### config.mk
export PLATFORM = sky130hd
export DESIGN_NAME = pc_fetch_ctrl_flat
export DESIGN_NICKNAME = d
export VERILOG_FILES = /design/src/rtl/pc_fetch_ctrl_if.sv /design/src/rtl/pc_fetch_ctrl.sv /design/src/flat_wrapper.sv
export SDC_FILE = /design/constraint.sdc
export NUM_CORES = 1
export LEC_CHECK = 0
export ABC_AREA = 1
export BUFFER_PORTS_ARGS = -buffer_cell sky130_fd_sc_hd__clkbuf_2
export CAP_MARGIN = 10
export CORE_AREA = 10 10 92 110
export CTS_CLUSTER_SIZE = 20
export DETAILED_ROUTE_END_ITERATION = 10
export DIE_AREA = 0 0 102 120
export PLACE_DENSITY = 0.78
export SYNTH_ARGS = -nofsm -noshare
export SYNTH_HDL_FRONTEND = slang
export SYNTH_SLANG_ARGS = --single-unit
### constraint.sdc
create_clock -name clk -period 1.6 [get_ports clk]
set_input_delay 0.24 -clock clk [delete_from_list [all_inputs] [get_ports clk]]
set_output_delay 0.24 -clock clk [all_outputs]
set_load 0.03 [all_outputs]
### src/rtl/pc_fetch_ctrl_if.sv
// ============================================================================
// Module : pc_fetch_ctrl_if
// Brief  : Fetch-side bundle between the PC sequencer and core/imem/adder.
// Rev    : 1.0  initial release
// ============================================================================
`default_nettype none

interface pc_fetch_ctrl_if #(
  parameter int SIZE = 32
);
  logic            stall;
  logic            redirect;
  logic [SIZE-1:0] redirect_target;
  logic [SIZE-1:0] pc_plus4;
  logic            imem_ack;
  logic [SIZE-1:0] pc;
  logic            imem_req;
  logic            instr_valid;
  logic            trap;
  logic [SIZE-1:0] trap_pc;

  // master = the PC sequencer, slave = its environment
  modport master (
    input  stall, redirect, redirect_target, pc_plus4, imem_ack,
    output pc, imem_req, instr_valid, trap, trap_pc
  );

  modport slave (
    output stall, redirect, redirect_target, pc_plus4, imem_ack,
    input  pc, imem_req, instr_valid, trap, trap_pc
  );
endinterface

`default_nettype wire

### src/rtl/pc_fetch_ctrl.sv
// ============================================================================
// Module : pc_fetch_ctrl
// Brief  : RV32I program-counter register and fetch handshake sequencer.
//          Optional misaligned-target trap enabled by `define MISALIGN_TRAP_EN.
// Rev    : 1.0  initial release
// ============================================================================
`default_nettype none

module pc_fetch_ctrl #(
  parameter int              SIZE         = 32,
  parameter logic [SIZE-1:0] RESET_VECTOR = '0
) (
  input  wire logic          clk,
  input  wire logic          rst_n,
  pc_fetch_ctrl_if.master    bus
);

  localparam logic [1:0] S_BOOT  = 2'd0;
  localparam logic [1:0] S_FETCH = 2'd1;
  localparam logic [1:0] S_WAIT  = 2'd2;
`ifdef MISALIGN_TRAP_EN
  localparam logic [1:0] S_TRAP  = 2'd3;
`endif

  logic [1:0]      r_state;
  logic [1:0]      w_state_nxt;
  logic            r_pend_v;
  logic [SIZE-1:0] r_pend_tgt;
  logic            w_advance;
  logic            w_has_tgt;
  logic [SIZE-1:0] w_tgt;
  logic [SIZE-1:0] w_next_pc;
  logic            w_misalign;

  assign w_advance = ((r_state == S_FETCH) && bus.imem_ack && !bus.stall) ||
                     ((r_state == S_WAIT)  && !bus.stall);
  assign w_has_tgt = bus.redirect || r_pend_v;
  assign w_tgt     = bus.redirect ? bus.redirect_target : r_pend_tgt;

`ifdef MISALIGN_TRAP_EN
  assign w_misalign = w_has_tgt && (w_tgt[1:0] != 2'b00);
  assign w_next_pc  = w_has_tgt ? w_tgt : bus.pc_plus4;
`else
  // Without the trap, low target bits are simply dropped to keep pc word-aligned
  localparam logic [SIZE-1:0] c_ALIGN_MASK = {{(SIZE-2){1'b1}}, 2'b00};
  assign w_misalign = 1'b0;
  assign w_next_pc  = w_has_tgt ? (w_tgt & c_ALIGN_MASK) : bus.pc_plus4;
`endif

  always_ff @(posedge clk or negedge rst_n) begin
    if (!rst_n) r_state <= S_BOOT;
    else        r_state <= w_state_nxt;
  end

  always_comb begin
    w_state_nxt = r_state;
    case (r_state)
      S_BOOT:  w_state_nxt = S_FETCH;
      S_FETCH: begin
        if (bus.imem_ack && bus.stall)
          w_state_nxt = S_WAIT;
`ifdef MISALIGN_TRAP_EN
        else if (w_advance && w_misalign)
          w_state_nxt = S_TRAP;
`endif
      end
      S_WAIT: begin
        if (!bus.stall) begin
`ifdef MISALIGN_TRAP_EN
          w_state_nxt = w_misalign ? S_TRAP : S_FETCH;
`else
          w_state_nxt = S_FETCH;
`endif
        end
      end
`ifdef MISALIGN_TRAP_EN
      S_TRAP:  w_state_nxt = S_TRAP;
`endif
      default: w_state_nxt = S_BOOT;
    endcase
  end

  always_comb begin
    bus.imem_req = (r_state == S_FETCH);
`ifdef MISALIGN_TRAP_EN
    bus.trap     = (r_state == S_TRAP);
`else
    bus.trap     = 1'b0;
`endif
  end

  // PC, pending redirect and the accepted-instruction pulse
  always_ff @(posedge clk or negedge rst_n) begin
    if (!rst_n) begin
      bus.pc          <= RESET_VECTOR;
      bus.instr_valid <= 1'b0;
      r_pend_v        <= 1'b0;
      r_pend_tgt      <= '0;
    end else begin
      bus.instr_valid <= w_advance;
      if (w_advance) begin
        r_pend_v <= 1'b0;
        if (!w_misalign)
          bus.pc <= w_next_pc;
      end else if (((r_state == S_FETCH) || (r_state == S_WAIT)) && bus.redirect) begin
        r_pend_v   <= 1'b1;
        r_pend_tgt <= bus.redirect_target;
      end
    end
  end

`ifdef MISALIGN_TRAP_EN
  always_ff @(posedge clk or negedge rst_n) begin
    if (!rst_n)
      bus.trap_pc <= '0;
    else if (w_advance && w_misalign)
      bus.trap_pc <= w_tgt;
  end
`else
  assign bus.trap_pc = '0;
`endif

endmodule

`default_nettype wire

### src/flat_wrapper.sv
// flat-port wrapper written by rule: the top's interface ports become plain ports
module pc_fetch_ctrl_flat 
#(
  parameter int              SIZE         = 32,
  parameter logic [SIZE-1:0] RESET_VECTOR = '0
)
  (clk, rst_n, bus_stall, bus_redirect, bus_redirect_target, bus_pc_plus4, bus_imem_ack, bus_pc, bus_imem_req, bus_instr_valid, bus_trap, bus_trap_pc);
  pc_fetch_ctrl_if #(.SIZE(SIZE)) bus_i ();
  input  wire logic clk;
  input  wire logic rst_n;
  input wire logic [$bits(bus_i.stall)-1:0] bus_stall;
  input wire logic [$bits(bus_i.redirect)-1:0] bus_redirect;
  input wire logic [$bits(bus_i.redirect_target)-1:0] bus_redirect_target;
  input wire logic [$bits(bus_i.pc_plus4)-1:0] bus_pc_plus4;
  input wire logic [$bits(bus_i.imem_ack)-1:0] bus_imem_ack;
  output wire logic [$bits(bus_i.pc)-1:0] bus_pc;
  output wire logic [$bits(bus_i.imem_req)-1:0] bus_imem_req;
  output wire logic [$bits(bus_i.instr_valid)-1:0] bus_instr_valid;
  output wire logic [$bits(bus_i.trap)-1:0] bus_trap;
  output wire logic [$bits(bus_i.trap_pc)-1:0] bus_trap_pc;
  assign bus_i.stall = bus_stall;
  assign bus_i.redirect = bus_redirect;
  assign bus_i.redirect_target = bus_redirect_target;
  assign bus_i.pc_plus4 = bus_pc_plus4;
  assign bus_i.imem_ack = bus_imem_ack;
  assign bus_pc = bus_i.pc;
  assign bus_imem_req = bus_i.imem_req;
  assign bus_instr_valid = bus_i.instr_valid;
  assign bus_trap = bus_i.trap;
  assign bus_trap_pc = bus_i.trap_pc;
  pc_fetch_ctrl #(.SIZE(SIZE), .RESET_VECTOR(RESET_VECTOR)) u_core (.clk(clk), .rst_n(rst_n), .bus(bus_i));
endmodule
# Word level (Yosys, flattened, before mapping)
# Index checks and enable logic that the tools add are counted.
[totals]
ff_bits = 68
mem_count = 0
output_inout_bits = 67
word_cells = 30
latch_bits = 0
ram_bits = 0
mem_bits_ro = 0
[classes]
addsub = 0
mux = 7
bitwise = 1
n_eq_ne = 4
reduce_logical = 13
div_mod_pow = 0
shifts = 0
order_cmp = 0
n_mul = 0
[op_table]
columns = ["cell", "n"]
rows = [
  ["32-bit two-way mux", 2],
  ["2-bit one-hot mux with 3 select lines", 1],
  ["1-bit logical AND", 5],
  ["2-bit two-way mux", 2],
  ["2-bit AND reduction", 2],
  ["1-bit logical OR", 3],
  ["2-bit by 1-bit equality test with 1-bit output, second input constant", 1],
  ["2-bit equality test, second input constant", 1],
  ["2-bit logical NOT", 1],
  ["1-bit two-way mux", 2],
  ["2-bit by 1-bit inequality test with 1-bit output, second input constant", 1],
  ["2-bit inequality test, second input constant", 1],
  ["2-bit nonzero test", 1],
  ["1-bit logical NOT", 1],
  ["1-bit inverter", 1],
]

# Logic depth before layout (Yosys ltp)
[logic_depth]
word_depth = 6
depth_mapped = 9
ltp_nobuf = 7

# Least setup slack after synthesis
# OpenSTA, ideal clock, no wires.
[synth_timing]
kind = "flip-flop to flip-flop"
from = "register u_core.r_state[1]"
to = "register u_core.bus.pc[10]"
path_stages_with_launch = 9
path_buffers = 1
arrival_time_ns = 1.459
slack_ns = 0.025
t_required_ns = 1.483
setup_ns = 0.117
cell_sequence = "dfrtp_1 > inv_1 > ha_1 > nand3_2 > nand2_2 > inv_2 > buf_4 > nand2_1 > nand2_1"
[synth_via]
elab_chain_cells = 4
word_cells_on_any_way = 6
classes_between = "2 x eq/ne; 4 x reduce/logical"
[synth_rtl]
columns = ["element", "line_no", "source"]
rows = [
  ["start: declaration", "pc_fetch_ctrl.sv:25", "logic [1:0] r_state;"],
  ["start signal: assignment", "pc_fetch_ctrl.sv:52", "else r_state <= w_state_nxt;"],
  ["2-bit by 1-bit equality test with 1-bit output", "-", ""],
  ["named net bus_imem_req", "flat_wrapper.sv:17", "output wire logic [$bits(bus_i.imem_req)-1:0] bus_imem_req;"],
  ["1-bit logical AND (2 in a row)", "pc_fetch_ctrl.sv:35", "assign w_advance = ((r_state == S_FETCH) && bus.imem_ack && !bus.stall) ||"],
  ["1-bit logical OR", "pc_fetch_ctrl.sv:35", ""],
  ["end signal: assignment", "pc_fetch_ctrl.sv:104", "bus.pc <= w_next_pc;"],
  ["end: declaration", "pc_fetch_ctrl_if.sv:25", "output pc, imem_req, instr_valid, trap, trap_pc"],
]
# The timed path passes the listed nets, and every way through them passes these cells.
# A chain may end at the register's enable or synchronous reset.

# Final worst setup path
[layout_timing]
from = "register u_core.r_state[1]"
to = "output bus_imem_req"
[layout_via]
elab_chain_cells = 1
[layout_rtl]
columns = ["element", "line_no", "source"]
rows = [
  ["2-bit by 1-bit equality test with 1-bit output", "pc_fetch_ctrl.sv:84", "bus.imem_req = (r_state == S_FETCH);"],
  ["end: declaration", "flat_wrapper.sv:17", ""],
]
# Every way passes these cells.

==> summary.txt <==
OUTCOME
--------------------------------------------------------------------------------
Run status ........................................................ finished clean

DIE
--------------------------------------------------------------------------------
Initial Utilization ...............................................       0.4800
Die Y .............................................................       120 µm
Total die area ....................................................    12240 µm²
Width of the die ..................................................       102 µm
# IOs .............................................................          136
Placeable Area ....................................................     8018 µm²
Num rows ..........................................................           36

YOSYS
--------------------------------------------------------------------------------
Gate count of the mapped netlist ..................................          518
Post-synthesis sequential area ratio ..............................       0.4291
Warnings, synthesis ...............................................            0
Synth cell types ..................................................           18
Area of the mapped netlist ........................................     3849 µm²
Synthesized flop and latch total ..................................           66
Mean area per synthesized cell ....................................    7.430 µm²

CTS
--------------------------------------------------------------------------------
CTS Buffer Depth ..................................................            2
Clk_lat worst skew ................................................       350 ps
TritonCTS clock tree ..............................................          yes
Number of levels in the clock H-tree ..............................            3
Root Buffer Master ................................................ sky130_fd_sc_hd__clkbuf_8
Clock sinks .......................................................           66
Total CTS buffers .................................................            9
Worst-path clk slew ...............................................        70 ps

CRITICAL PATH
--------------------------------------------------------------------------------
Reg-to-reg slack, setup ...........................................       160 ps
Sort of element at the end of the critical path ...................   output pin
Path depth of the worst reg2reg path ..............................            7
Data required time at the worst endpoint ..........................      1360 ps
Crit Reg-Reg Endpoint ............................................. u_core.bus.pc[10]$_DFFE_PN0P_
Category of the critical setup timing path ........................      reg2out
CP Max Fanout .....................................................            4
Critical Path Start Type ..........................................    flip-flop
Worst r2r src ..................................................... u_core.r_state[1]$_DFFE_PN0P_
CP Data Arrival Time ..............................................      1280 ps

STA
--------------------------------------------------------------------------------
Count of endpoints failing setup in the final report ..............            0
Setup repair after global routing missed its margin ...............           no
Tcrit/Tclk final ..................................................       0.9500
Final Skew ........................................................     5.317 ps
Fin Setup TNS .....................................................         0 ps
Max Freq ..........................................................   0.6579 GHz
Min Clock Period, post-route ......................................      1520 ps
Final-layout worst hold slack .....................................     111.1 ps
Slew @ Worst Pin ..................................................     544.0 ps
Max-slew violations ...............................................            0
Slew headroom .....................................................       0.6368
Final hold viol count .............................................            0

WORST HOLD PATH
--------------------------------------------------------------------------------
Worst hold stages .................................................            3
Hold worst-path end ............................................... u_core.bus.pc[1]$_DFFE_PN0P_
Launch instance of the worst min-delay path ....................... bus_pc_plus4[1]
Class of the most critical hold timing path .......................       in2reg

JOB
--------------------------------------------------------------------------------
Number of max-cap violations ......................................            0

DRT
--------------------------------------------------------------------------------
Routed vias .......................................................         3308
Initial DRC Count .................................................          159
Number of antenna-violating nets in the routed design .............            0
Wire length per cell after detailed routing .......................     13.46 µm
Average vias per placed instance ..................................        4.627
Total iterations of the first detailed-routing run ................            4
Final WL ..........................................................     9.621 mm
Residual DRC ......................................................            0

GRT
--------------------------------------------------------------------------------
Largest net degree at the start of global routing .................           67
First-pass GRT wire length ........................................     15.79 mm
All-layer global routing usage ....................................       0.1596
Number of antenna violations at the first check in global routing .            0
Number of global-route vias before repair .........................         3314
GRT overflow ......................................................            0

LAYOUT
--------------------------------------------------------------------------------
N_diodes ..........................................................            0
NumNets Final .....................................................          688
Total area of sequential cells ....................................     1652 µm²
Layout cells sized above 1 ........................................       0.3048
# fillers .........................................................          758
Syn-to-layout area delta ..........................................       17.43%
Area of the multi-input gates .....................................     1738 µm²

POWER AND IR DROP
--------------------------------------------------------------------------------
Power after layout ................................................     8.529 mW
Power per cell area ...............................................  1887 nW/µm²
Pleak .............................................................     2.767 nW
Worst-case vdd ir drop ............................................      1084 µV

PLACE
--------------------------------------------------------------------------------
Final RePlAce weighted congestion .................................       0.8059
HPWL after detailed placement .....................................     7.141 mm
Count of input and output buffers .................................          100

[routing by layer]
| layer | GRT usage | part of all wire | up-vias |
|---|---|---|---|
| met5 | 0 | 0 | - |
| met4 | 0.05565 | 0.013 | 0 |
| met3 | 0.04707 | 0.081 | 9 |
| met2 | 0.2746 | 0.50 | 107 |
| met1 | 0.1822 | 0.41 | 1523 |
| li1 | - | - | 1669 |
[layout by cell type (no fill, tap or decap), drive strengths merged]
master / n
inv: 37
dfrtp: 66
clkbuf: 108
ha: 3
conb: 33
clkinvlp: 1
nand3: 4
a21oi: 1
bufinv: 2
clkinv: 3
buf: 13
nand2: 314
nor2: 3
o21ai: 31
dlygate4sd3: 1
[final cells by class]
cell class | instances | area share
clock buffer | 9 | 0.02741
clock inverter | 6 | 0.01827
inverter | 37 | 0.03073
multi-input combinational | 389 | 0.3846
sequential | 66 | 0.3654
tap | 95 | 0.02630
timing repair buffer | 113 | 0.1473
[cells by family (layout without fill, tap and decap cells)]
| logic type | Yosys count | count (layout) | share of synthesized area |
|---|---|---|---|
| simple gates | 321 | 321 | 0.3381 |
| buf+inv | 95 | 165 | 0.1512 |
| flops | 66 | 66 | 0.4291 |
| compound gates | 32 | 32 | 0.07087 |
| fa+ha+maj | 3 | 3 | 0.009754 |
| other cells | 1 | 33 | 0.0009744 |
[registers in the layout, summed over array words and instances, names as in the netlist]
signal / flops
u_core.bus.pc: 32
u_core.r_pend_tgt: 30
u_core.r_state: 2
u_core.bus.instr_valid: 1
u_core.r_pend_v: 1
[power breakdown]
| part | total (mW) | leakage, nW | switching, mW | internal, mW |
|---|---|---|---|---|
| sequential | 2.88 | 0.833 | 0.449 | 2.43 |
| combinational | 4.13 | 1.83 | 2.72 | 1.41 |
| clock | 1.51 | 0.105 | 0.654 | 0.860 |
| total | 8.53 | 2.77 | 3.82 | 4.70 |
[repair_timing]
item,4_1_cts,5_1_grt
hold buffers,1,0
setup endpoints to repair,0,1
hold endpoints to repair,66,0
gates resized for setup,0,3
buffers inserted,0,0
[worst max-delay path by stage]
stage,slack [ps],cells after the start,endpoint,start
floorplan,20,8,u_core.bus.pc[10]$_DFFE_PN0P_,u_core.r_state[1]$_DFFE_PN0P_
global placement,190,7,u_core.bus.pc[25]$_DFFE_PN0P_,bus_redirect
detailed placement,120,8,u_core.bus.pc[30]$_DFFE_PN0P_,u_core.r_state[1]$_DFFE_PN0P_
CTS,20,3,bus_imem_req,u_core.r_state[1]$_DFFE_PN0P_
global route,40,3,bus_imem_req,u_core.r_state[1]$_DFFE_PN0P_
finish,80,3,bus_imem_req,u_core.r_state[1]$_DFFE_PN0P_
[worst max-delay path: stages, from the launching register on]
cell and delay (ps):
sky130_fd_sc_hd__dfrtp_1 400, sky130_fd_sc_hd__inv_1 110, sky130_fd_sc_hd__ha_2 230, sky130_fd_sc_hd__clkbuf_4 200
[synth_stat cells (all sizes together)]
cell	number	area (µm²)
nand3	4	37.54
conb	1	3.750
nor2	3	27.53
ha	3	37.54
a21oi	1	5.000
o21ai	31	267.8
dfrtp	66	1652
nand2	314	1236
buf	58	442.9
inv	37	138.9
[stage by stage]
stage          setup WS [ps]  cells    util  instance area, µm²
3_3_place_gp           193.1    699  0.5360                4298
4_1_cts                17.42    715  0.5630                4514
6_report               79.95    715  0.5637                4519
5_1_grt                36.34    715  0.5637                4519
3_5_place_dp           124.6    699  0.5360                4298
2_1_floorplan          24.74    550       -                3969
Note: power is estimated with default switching activity, not from simulation.
